`src/rtl/ysyx_div_unit.sv`:
```
// Iterative radix-2 restoring divider for RV64M DIV/DIVU/REM/REMU and W forms.
// Fixed latency: N iteration cycles plus one sign-correction cycle.
module ysyx_div_unit (
    input  logic        clk,
    input  logic        rst,
    input  logic [63:0] src1_in,
    input  logic [63:0] src2_in,
    input  logic        is_w,
    input  logic [1:0]  ALUctr_in,
    input  logic        in_valid,
    output logic        in_ready,
    output logic        out_valid,
    output logic [63:0] result
);

    typedef enum logic [1:0] {
        S_IDLE,
        S_BUSY,
        S_FIX
    } state_t;

    state_t      r_state;
    state_t      w_state_nxt;
    logic        w_accept;

    logic [6:0]  r_cnt;
    logic [63:0] r_quo;
    logic [63:0] r_rem;
    logic [63:0] r_div;
    logic        r_neg_q;
    logic        r_neg_r;
    logic        r_is_rem;
    logic        r_is_w;

    logic        w_signed;
    logic [63:0] w_a;
    logic [63:0] w_b;
    logic        w_sa;
    logic        w_sb;
    logic [63:0] w_abs_a;
    logic [63:0] w_abs_b;

    logic [64:0] w_rem_sh;
    logic [64:0] w_diff;
    logic        w_ge;

    logic [63:0] w_qs;
    logic [63:0] w_rs;
    logic [63:0] w_res;
    logic [63:0] w_fin;

    assign in_ready = (r_state == S_IDLE);

    always_ff @(posedge clk) begin
        if (!rst) begin
            r_state <= S_IDLE;
        end else begin
            r_state <= w_state_nxt;
        end
    end

    always_comb begin
        w_state_nxt = r_state;
        w_accept    = 1'b0;
        case (r_state)
            S_IDLE: begin
                if (in_valid) begin
                    w_accept    = 1'b1;
                    w_state_nxt = S_BUSY;
                end
            end
            S_BUSY: begin
                if (r_cnt == 7'd1) begin
                    w_state_nxt = S_FIX;
                end
            end
            S_FIX: begin
                w_state_nxt = S_IDLE;
            end
            default: begin
                w_state_nxt = S_IDLE;
            end
        endcase
    end

    // Operands narrowed to the operating width, then reduced to magnitudes
    assign w_signed = ~ALUctr_in[0];
    assign w_a = is_w ? (w_signed ? {{32{src1_in[31]}}, src1_in[31:0]}
                                  : {32'b0, src1_in[31:0]})
                      : src1_in;
    assign w_b = is_w ? (w_signed ? {{32{src2_in[31]}}, src2_in[31:0]}
                                  : {32'b0, src2_in[31:0]})
                      : src2_in;
    assign w_sa    = w_signed & w_a[63];
    assign w_sb    = w_signed & w_b[63];
    assign w_abs_a = w_sa ? (64'd0 - w_a) : w_a;
    assign w_abs_b = w_sb ? (64'd0 - w_b) : w_b;

    assign w_rem_sh = {r_rem, r_quo[63]};
    assign w_diff   = w_rem_sh - {1'b0, r_div};
    assign w_ge     = w_rem_sh[64] | ~w_diff[64];

    assign w_qs  = r_neg_q ? (64'd0 - r_quo) : r_quo;
    assign w_rs  = r_neg_r ? (64'd0 - r_rem) : r_rem;
    assign w_res = r_is_rem ? w_rs : w_qs;
    assign w_fin = r_is_w ? {{32{w_res[31]}}, w_res[31:0]} : w_res;

    always_ff @(posedge clk) begin
        if (!rst) begin
            r_cnt     <= 7'd0;
            r_quo     <= 64'd0;
            r_rem     <= 64'd0;
            r_div     <= 64'd0;
            r_neg_q   <= 1'b0;
            r_neg_r   <= 1'b0;
            r_is_rem  <= 1'b0;
            r_is_w    <= 1'b0;
            out_valid <= 1'b0;
            result    <= 64'd0;
        end else if (w_accept) begin
            r_cnt     <= is_w ? 7'd32 : 7'd64;
            // W dividend sits in the top half so its MSB shifts out first
            r_quo     <= is_w ? {w_abs_a[31:0], 32'b0} : w_abs_a;
            r_rem     <= 64'd0;
            r_div     <= w_abs_b;
            r_neg_q   <= (w_sa ^ w_sb) & (w_b != 64'd0);
            r_neg_r   <= w_sa;
            r_is_rem  <= ALUctr_in[1];
            r_is_w    <= is_w;
            out_valid <= 1'b0;
        end else if (r_state == S_BUSY) begin
            r_cnt <= r_cnt - 7'd1;
            r_rem <= w_ge ? w_diff[63:0] : w_rem_sh[63:0];
            r_quo <= {r_quo[62:0], w_ge};
        end else if (r_state == S_FIX) begin
            result    <= w_fin;
            out_valid <= 1'b1;
        end
    end

endmodule

```
`config.mk`:
```
export PLATFORM = sky130hd
export DESIGN_NAME = ysyx_div_unit
export DESIGN_NICKNAME = d
export VERILOG_FILES = /design/src/rtl/ysyx_div_unit.sv
export SDC_FILE = /design/constraint.sdc
export NUM_CORES = 1
export LEC_CHECK = 0
export BUFFER_PORTS_ARGS = -buffer_cell sky130_fd_sc_hd__buf_2
export CAP_MARGIN = 20
export CORE_ASPECT_RATIO = 1.25
export CORE_MARGIN = 1.5
export CORE_UTILIZATION = 55
export CTS_CLUSTER_DIAMETER = 60
export DETAILED_ROUTE_END_ITERATION = 8
export PLACE_DENSITY = 0.82
export SYNTH_ARGS = -nofsm -noshare
export SYNTH_HDL_FRONTEND = slang
export SYNTH_SLANG_ARGS = --single-unit
```
`constraint.sdc`:
```
create_clock -name clk -period 11.4 [get_ports clk]
set_clock_uncertainty 0.2 [all_clocks]
set_input_delay 2.28 -clock clk [delete_from_list [all_inputs] [get_ports clk]]
set_output_delay 2.28 -clock clk [all_outputs]
set_load 0.01 [all_outputs]
```
Word-level counts from Yosys, hierarchy flattened
Cells that the tools add are included.
{ "word_totals": {"regBits": 270, "inputBits": 134, "out_inout_bits": 66, "wordCells": 61} }
{ "classes": {"addsub": 6, "eq_ne": 5, "muxes": 22, "bitwise_logic": 10, "reduce_logical": 7} }
{ "op_table": {"columns": ["op", "n"], "rows": [
  ["$mux W64", 14],
  ["$sub A1 B64 Y64 const A", 4],
  ["$sub A65 B64 Y65", 1],
  ["$reduce_bool A64 Y1", 1],
  ["$mux W7", 3],
  ["$eq A7 B1 Y1 const B", 1],
  ["$sub A7 B1 Y7 const B", 1],
  ["$not A1 Y1", 5],
  ["$mux W2", 2],
  ["$ne A2 B2 Y1 const B", 2],
  ["$pmux W2 S2", 1],
  ["$reduce_and A2 Y1", 2],
  ["$and A1 B1 Y1", 3],
  ["$reduce_and A3 Y1", 1],
  ["$eq A2 B1 Y1 const B", 1],
  ["$eq A2 B2 Y1 const B", 1],
  ["$logic_not A2 Y1", 1],
  ["$mux W1", 2],
  ["$reduce_bool A2 Y1", 1],
  ["$reduce_or A2 Y1", 1],
  ["$or A1 B1 Y1", 1],
  ["$xor A1 B1 Y1", 1]
]} }

Logic depth before layout (Yosys ltp)
Gate-level depths: netlist of run 1.
{ "depth": {"word_depth": 6, "ltp_mapped": 16} }

Worst setup path after synthesis of run 1
OpenSTA, ideal clock, no wires.
{ "synth_path": {"path_type": "input port to flip-flop", "startpoint": "input port src1_in[22]", "endpoint": "register r_quo[61]", "setup_time_ps": 128, "arrival_time_ps": 5166, "t_required_ps": 11072, "path_slack_ps": 5906, "cell_stages": 11, "cell_sequence": "or4_1 > or3_1 > nor4_1 > nand3_1 > or4_1 > clkbuf_1 > nor4b_1 > a21oi_1 > xor2_1 > a21oi_1 > nor2_1"} }
{ "synth_between": {"elab_chain_cells": 6} }
{ "synth_lines": {"columns": ["item", "line", "text"], "rows": [
  ["start: declaration", "6", "input logic [63:0] src1_in,"],
  ["$mux W64", "88", "assign w_a = is_w ? (w_signed ? {{32{src1_in[31]}}, src1_in[31:0]}"],
  ["$mux W64 (*)", "88", null],
  ["$sub A1 B64 Y64 (*)", "96", "assign w_abs_a = w_sa ? (64'd0 - w_a) : w_a;"],
  ["$mux W64 (*)", "96", null],
  ["$mux W64 (*)", "123", "r_quo <= is_w ? {w_abs_a[31:0], 32'b0} : w_abs_a;"],
  ["$mux W64 (*)", "120", "end else if (w_accept) begin"],
  ["end signal: assignment", "123", null],
  ["end signal: assignment", "134", "r_quo <= {r_quo[62:0], w_ge};"],
  ["end: declaration", "27", "logic [63:0] r_quo;"]
]} }
Mark *: on every way between the ends. The rest lies on a longest branch, timed or not.
A chain may end at the register's enable or synchronous reset.

Final worst setup path of run 1
{ "layout_path": {"startpoint": "register r_quo[63]", "endpoint": "register r_rem[50]"} }
{ "layout_between": {"elab_chain_cells": 4} }
{ "layout_lines": {"columns": ["item", "line", "text"], "rows": [
  ["$sub A65 B64 Y65 (*)", "100", "assign w_diff = w_rem_sh - {1'b0, r_div};"],
  ["$not A1 Y1", "101", "assign w_ge = w_rem_sh[64] | ~w_diff[64];"],
  ["$or A1 B1 Y1", "101", null],
  ["$mux W64 (*)", "133", "r_rem <= w_ge ? w_diff[63:0] : w_rem_sh[63:0];"],
  ["end signal: assignment", "133", null],
  ["end: declaration", "28", "logic [63:0] r_rem;"]
]} }
Marked as above.

==> impl_metrics.ini, run 1 <==
[pwr]
seqPwrFrac_pct = 31.2
ir_worst_vdd_uv = 156
power_density_nw_per_um2 = 155
pwr-share-comb_pct = 41.5
swShare_pct = 41.2
switchingPower_mw = 1.49
power.leakage_nw = 9.24
internal_power_mw = 2.13
clkPwrFrac_pct = 27.3

[finish]
multi_input_area_um2 = 14700
nets = 3200
design_area_um2 = 23400
n_antenna_cell = 0
drive_above_1_share_pct = 10.7
final.fill_count = 3565
area_growth_pct = 10.0
layout_common_cells = nand2_1 (322), a21oi_1 (322), nor2_1 (300)
seqCellArea_um2 = 5410
fin_util_pct = 61.3
instances_no_fill = 3510

[logic_synthesis]
async_flop_share_pct = 0
synthFlopType = dfxtp_1
synth_fa_ha_area_share_pct = 4.22
synth-compound-area-share_pct = 29.7
synth.distinct_cells = 79
avgSynthCellArea_um2 = 7.22
synthesis.nets = 3146
synth_warnings = 0
synth_top_area_cell = dfxtp_1
synth_area_um2 = 21200
synth_top_family_by_area = compound AO/OA/AOI/OAI gates
postSynthCellCount = 2941
ys_seq_area_share_pct = 25.5
synth-edff-count = 0
synthMuxAreaShare_pct = 2.92
synth_top_area_share_pct = 25.5
synth_area_leaders = dfxtp_1 (25%), a21oi_1 (7.6%), xor2_1 (6.1%)
yosys_register_bits = 270
synthXorXnorAreaFrac_pct = 11.3
yosys.area_share.simple_pct = 21.0

[clocking]
hold_buffers = 0
h-tree-depth = 1
root_buffer = clkbuf_16
numClockSinks = 270
worstSkewPairLatency_ns = 0.58
cts_tree = done
cts_buffers = 30
cts-resized-gates = 0
cts_setup_buffers = 0
clk_pin_slew_ns = 0.06
clk_path_buf_depth = 3

[placement]
port_buffers = 199
routabilityCongestion = 0.970
dp.cells = 3452
placed_cell_area_um2 = 22300
hpwl_mm = 56.6

[floorplan]
start_util_pct = 55.7
rows = 80
dieArea_um2 = 39800
fp.dieW_um = 179
design.portCount = 200
core_area_um2 = 38100
die_y_um = 223

[setup_path]
start_kind = register
end_kind = register
arrival_ns = 5.88
regToRegSetupSlack_ns = 5.73
required_ns = 11.62
path_class = register to register
crit_fanout = 78

[global_route]
grt_overflow = 0
first_global_vias = 21037
track_usage_pct = 36.4
antenna_found_initial = 0
grt_pass1_wl_mm = 115
grt_max_degree = 107

[sta]
setup_tns_ns = 0
setup_viol = 0
min_period_ns = 5.67
whs_ns = 0.252
hold_viol_final = 0
fin_crit_sh_pct = 49.7
worst_pin_slew_ns = 1.10
rsz0062_at_grt = false
slew_headroom_pct = 26.8
maxSlewViolCount = 0
clock.fmax_mhz = 176

[routing]
firstDrtPassIters = 8
drc = 0
ant_nets = 0
routedWlPerCell_um = 21.4
dr_total_vias = 22746
totalWireLength_mm = 75.0
drt_iter0_drc = 2315
viasPerCell = 6.48

[job]
maxCapViolations = 0

[status]
status = finished, final reports clean

[min_path]
hold_class = register to register
Yosys cell counts, types with 6 or more instances:
library cell  count
dfxtp_1         270
a221oi_1          7
or3_1            36
o221ai_1          8
o21a_1           14
nor2_1          302
nand4_1          32
o31ai_1          56
o21bai_1         21
mux2i_1          62
and2_1           15
o21ai_1          24
ha_1             70
or2_2            14
nor2b_1          14
inv_1           101
o22a_1           11
and3_1           17
a221o_1           6
nor4_1           31
o41ai_1          33
nor3b_1           6
nand2_1         323
buf_1            23
or4_1            23
xnor2_1         127
a211oi_1         84
o211a_1          13
a31oi_1          23
nor3_1           55
a21oi_1         323
nand2b_1         15
nand3_1          44
o22ai_1          17
xor2_1          147
o211ai_1         51
o31a_1            6
o21ai_0         206
a21o_1           36
a311oi_1         20
clkbuf_1        178
per-layer routing:
layer,vias up,part of all wire [%],GRT usage [%]
li1,10773,-,-
met1,10547,40,46.1
met2,1160,46,59.4
met3,266,7.9,4.19
met4,0,6.2,21.0
met5,-,0,0
power groups by stage:
stage,Clock [mW],Combinational [mW],Sequential [mW]
global placement,0,1.44,1.14
finish,0.987,1.50,1.13
detailed placement,0,1.45,1.14
floorplan,0,1.08,1.09
CTS,0.992,1.46,1.12
global route,1.03,1.62,1.13
registers in the layout, indices dropped and copies added (netlist names), 2 cells and up:
signal   flops
r_quo       64
r_cnt        7
r_rem       64
result      64
r_div       64
r_state      2
cell families (layout without fill, tap and decap cells):
| logic type | Yosys count | count (layout) |
|---|---|---|
| flops | 270 | 270 |
| mux | 62 | 62 |
| fa+ha+maj | 71 | 71 |
| compound gates | 999 | 999 |
| simple gates | 960 | 960 |
| xor+xnor | 274 | 274 |
| buf+inv | 305 | 382 |
path summary, 6_finish.rpt:
check	endpoint	startpoint	depth (start not counted)
worst max-delay path	r_rem[50]	r_quo[63]	15
worst min-delay path	result[11]	result[11]	2
worst max register to register	r_rem[50]	r_quo[63]	15
worst min register to register	result[11]	result[11]	2
final cells by class:
type,instances,area share [%]
multi-input cells,2366,63.1
flip-flops and latches,270,23.2
repair buffers,224,5.18
clock buffers,44,3.83
well taps,492,2.63
inverters,103,1.67
clock inverters,11,0.460
stage by stage:
stage               setup WS (ns)  power [mW]
finish                       5.73        3.61
global route                 5.48        3.78
CTS                          5.86        3.58
detailed placement           5.27        2.60
global placement             5.32        2.57
floorplan                    5.91        2.17
critical path, cell delays in order, from the launching register on:
cell and delay [ns]:
dfxtp_1 0.41, inv_1 0.17, ha_1 0.27, fa_1 0.39
nand2b_1 0.21, a21o_1 0.19, and2_1 0.18, o21ai_1 0.29
o22ai_1 0.22, o21ai_1 0.54, a31oi_1 0.43, o21ai_4 0.23
buf_4 0.76, nand2_1 0.54, o221ai_1 0.31, a21oi_1 0.06
(Power assumes the default switching activity.)
==> inputs of run 2 (changes only) <==
PLACE_DENSITY = 0.85   (was 0.82)
clock period = 4.8 ns   (was 11.4 ns; I/O delays follow)
==> impl_metrics.ini, run 2 (same netlist as run 1, synthesis figures left out) <==
[routing]
dr_total_vias = 23243
met1Wirelength_mm = 29.1
drc = 0
firstDrtPassIters = 6
top_layer = met5
viasPerCell = 6.54
wl_met2_mm = 34.8
drt_iter0_drc = 2951
totalWireLength_mm = 75.8
routedWlPerCell_um = 21.3
wl_met3_mm = 6.27
ant_nets = 0

[global_route]
grt_overflow = 0
grt_max_degree = 100
first_global_vias = 21581
track_usage_pct = 37.0
antenna_found_initial = 1
grt_pass1_wl_mm = 117

[sta]
fin_crit_sh_pct = 90.3
rsz0062_at_grt = false
min_period_ns = 4.33
worst_pin_slew_ns = 1.03
setup_tns_ns = 0
setup_viol = 0
hold_viol_final = 0
maxSlewViolCount = 0
slew_headroom_pct = 31.2
whs_ns = 0.255
clock.fmax_mhz = 231

[finish]
multi_input_area_um2 = 14700
area_growth_pct = 12.0
drive_above_1_share_pct = 12.1
nets = 3248
n_antenna_cell = 0
layout_common_cells = nand2_1 (322), a21oi_1 (322), nor2_1 (301)
seqCellArea_um2 = 5410
final.fill_count = 3444

[placement]
port_buffers = 199
routabilityCongestion = 1.01
hpwl_mm = 58.1

[clocking]
root_buffer = clkbuf_16
numClockSinks = 270
cts_tree = done
h-tree-depth = 1
cts_setup_buffers = 0
clk_pin_slew_ns = 0.06
worstSkewPairLatency_ns = 0.58
clk_path_buf_depth = 3
cts-resized-gates = 0
hold_buffers = 0
cts_buffers = 28

[floorplan]
rows = 80
die_y_um = 223
core_area_um2 = 38100
design.portCount = 200
fp.dieW_um = 179
start_util_pct = 55.7
dieArea_um2 = 39800

[pwr]
pwr-share-comb_pct = 42.4
power.leakage_nw = 9.50
seqPwrFrac_pct = 30.0
swShare_pct = 40.5
switchingPower_mw = 3.59
internal_power_mw = 5.28
ir_worst_vdd_uv = 290
power_density_nw_per_um2 = 373
clkPwrFrac_pct = 27.5

[setup_path]
crit_fanout = 7
arrival_ns = 4.62
r2r_cells = 11
end_kind = register
cp-startpoint = r_rem[12]
path_class = register to register
reg2reg_from = r_rem[12]
start_kind = register
regToRegSetupSlack_ns = 0.47
r2r-end = result[56]
cp-endpoint = result[56]
required_ns = 5.09

[job]
maxCapViolations = 0

[min_path]
hold_class = register to register

[status]
status = finished, final reports clean
==> run 2: worst min-delay path by stage <==
stage,start,to,depth (start not counted)
floorplan,r_div[39],r_div[39],2
global placement,r_div[49],r_div[49],2
detailed placement,r_div[61],r_div[61],2
CTS,r_div[61],r_div[61],2
global route,r_div[44],r_div[44],2
finish,r_div[43],r_div[43],2
==> run 2: routing by layer <==
layer / vias to the layer above / global-route usage (%)
met2: 1301 / 59.8
met4: 2 / 24.5
met5: - / 0
li1: 10854 / -
met1: 10760 / 45.2
met3: 326 / 5.53
==> run 2: cell type report <==
type | instances | area share [%]
multi-input cells | 2366 | 62.0
flip-flops and latches | 270 | 22.8
repair buffers | 274 | 6.77
clock buffers | 34 | 3.17
well taps | 492 | 2.59
inverters | 103 | 1.64
clock inverters | 17 | 1.12
==> run 2: power groups by stage <==
stage	Clock (mW)	Sequential [mW]	Combinational [mW]
final	2.44	2.66	3.76
after global routing	2.53	2.67	4.07
after CTS	2.44	2.64	3.67
after detailed placement	0	2.69	3.65
after global placement	0	2.68	3.60
after floorplan	0	2.59	2.57
==> run 2: per-stage QoR <==
| step | setup WS, ns | util, % | total power, mW | std cells | instance area [µm²] |
|---|---|---|---|---|---|
| after floorplan | 0.626 | - | 5.16 | 2941 | 21200 |
| final | 0.467 | 62.4 | 8.86 | 3556 | 23800 |
| after detailed placement | 0.206 | 59.7 | 6.34 | 3505 | 22800 |
| after global placement | 0.230 | 59.7 | 6.28 | 3505 | 22800 |
| after CTS | 0.568 | 62.4 | 8.76 | 3556 | 23800 |
| after global routing | 0.265 | 62.4 | 9.28 | 3556 | 23800 |
==> run 2: critical path, stage by stage (launching register included) <==
cell and delay, ns:
dfxtp_1 0.42, or4_1 0.56, or2_1 0.25, or2_1 0.26
nor3_1 0.52, nand4_1 0.32, nand3b_1 0.40, o41ai_1 0.52
xor2_1 0.12, nand2_1 0.10, o211ai_1 0.24, a311oi_1 0.34
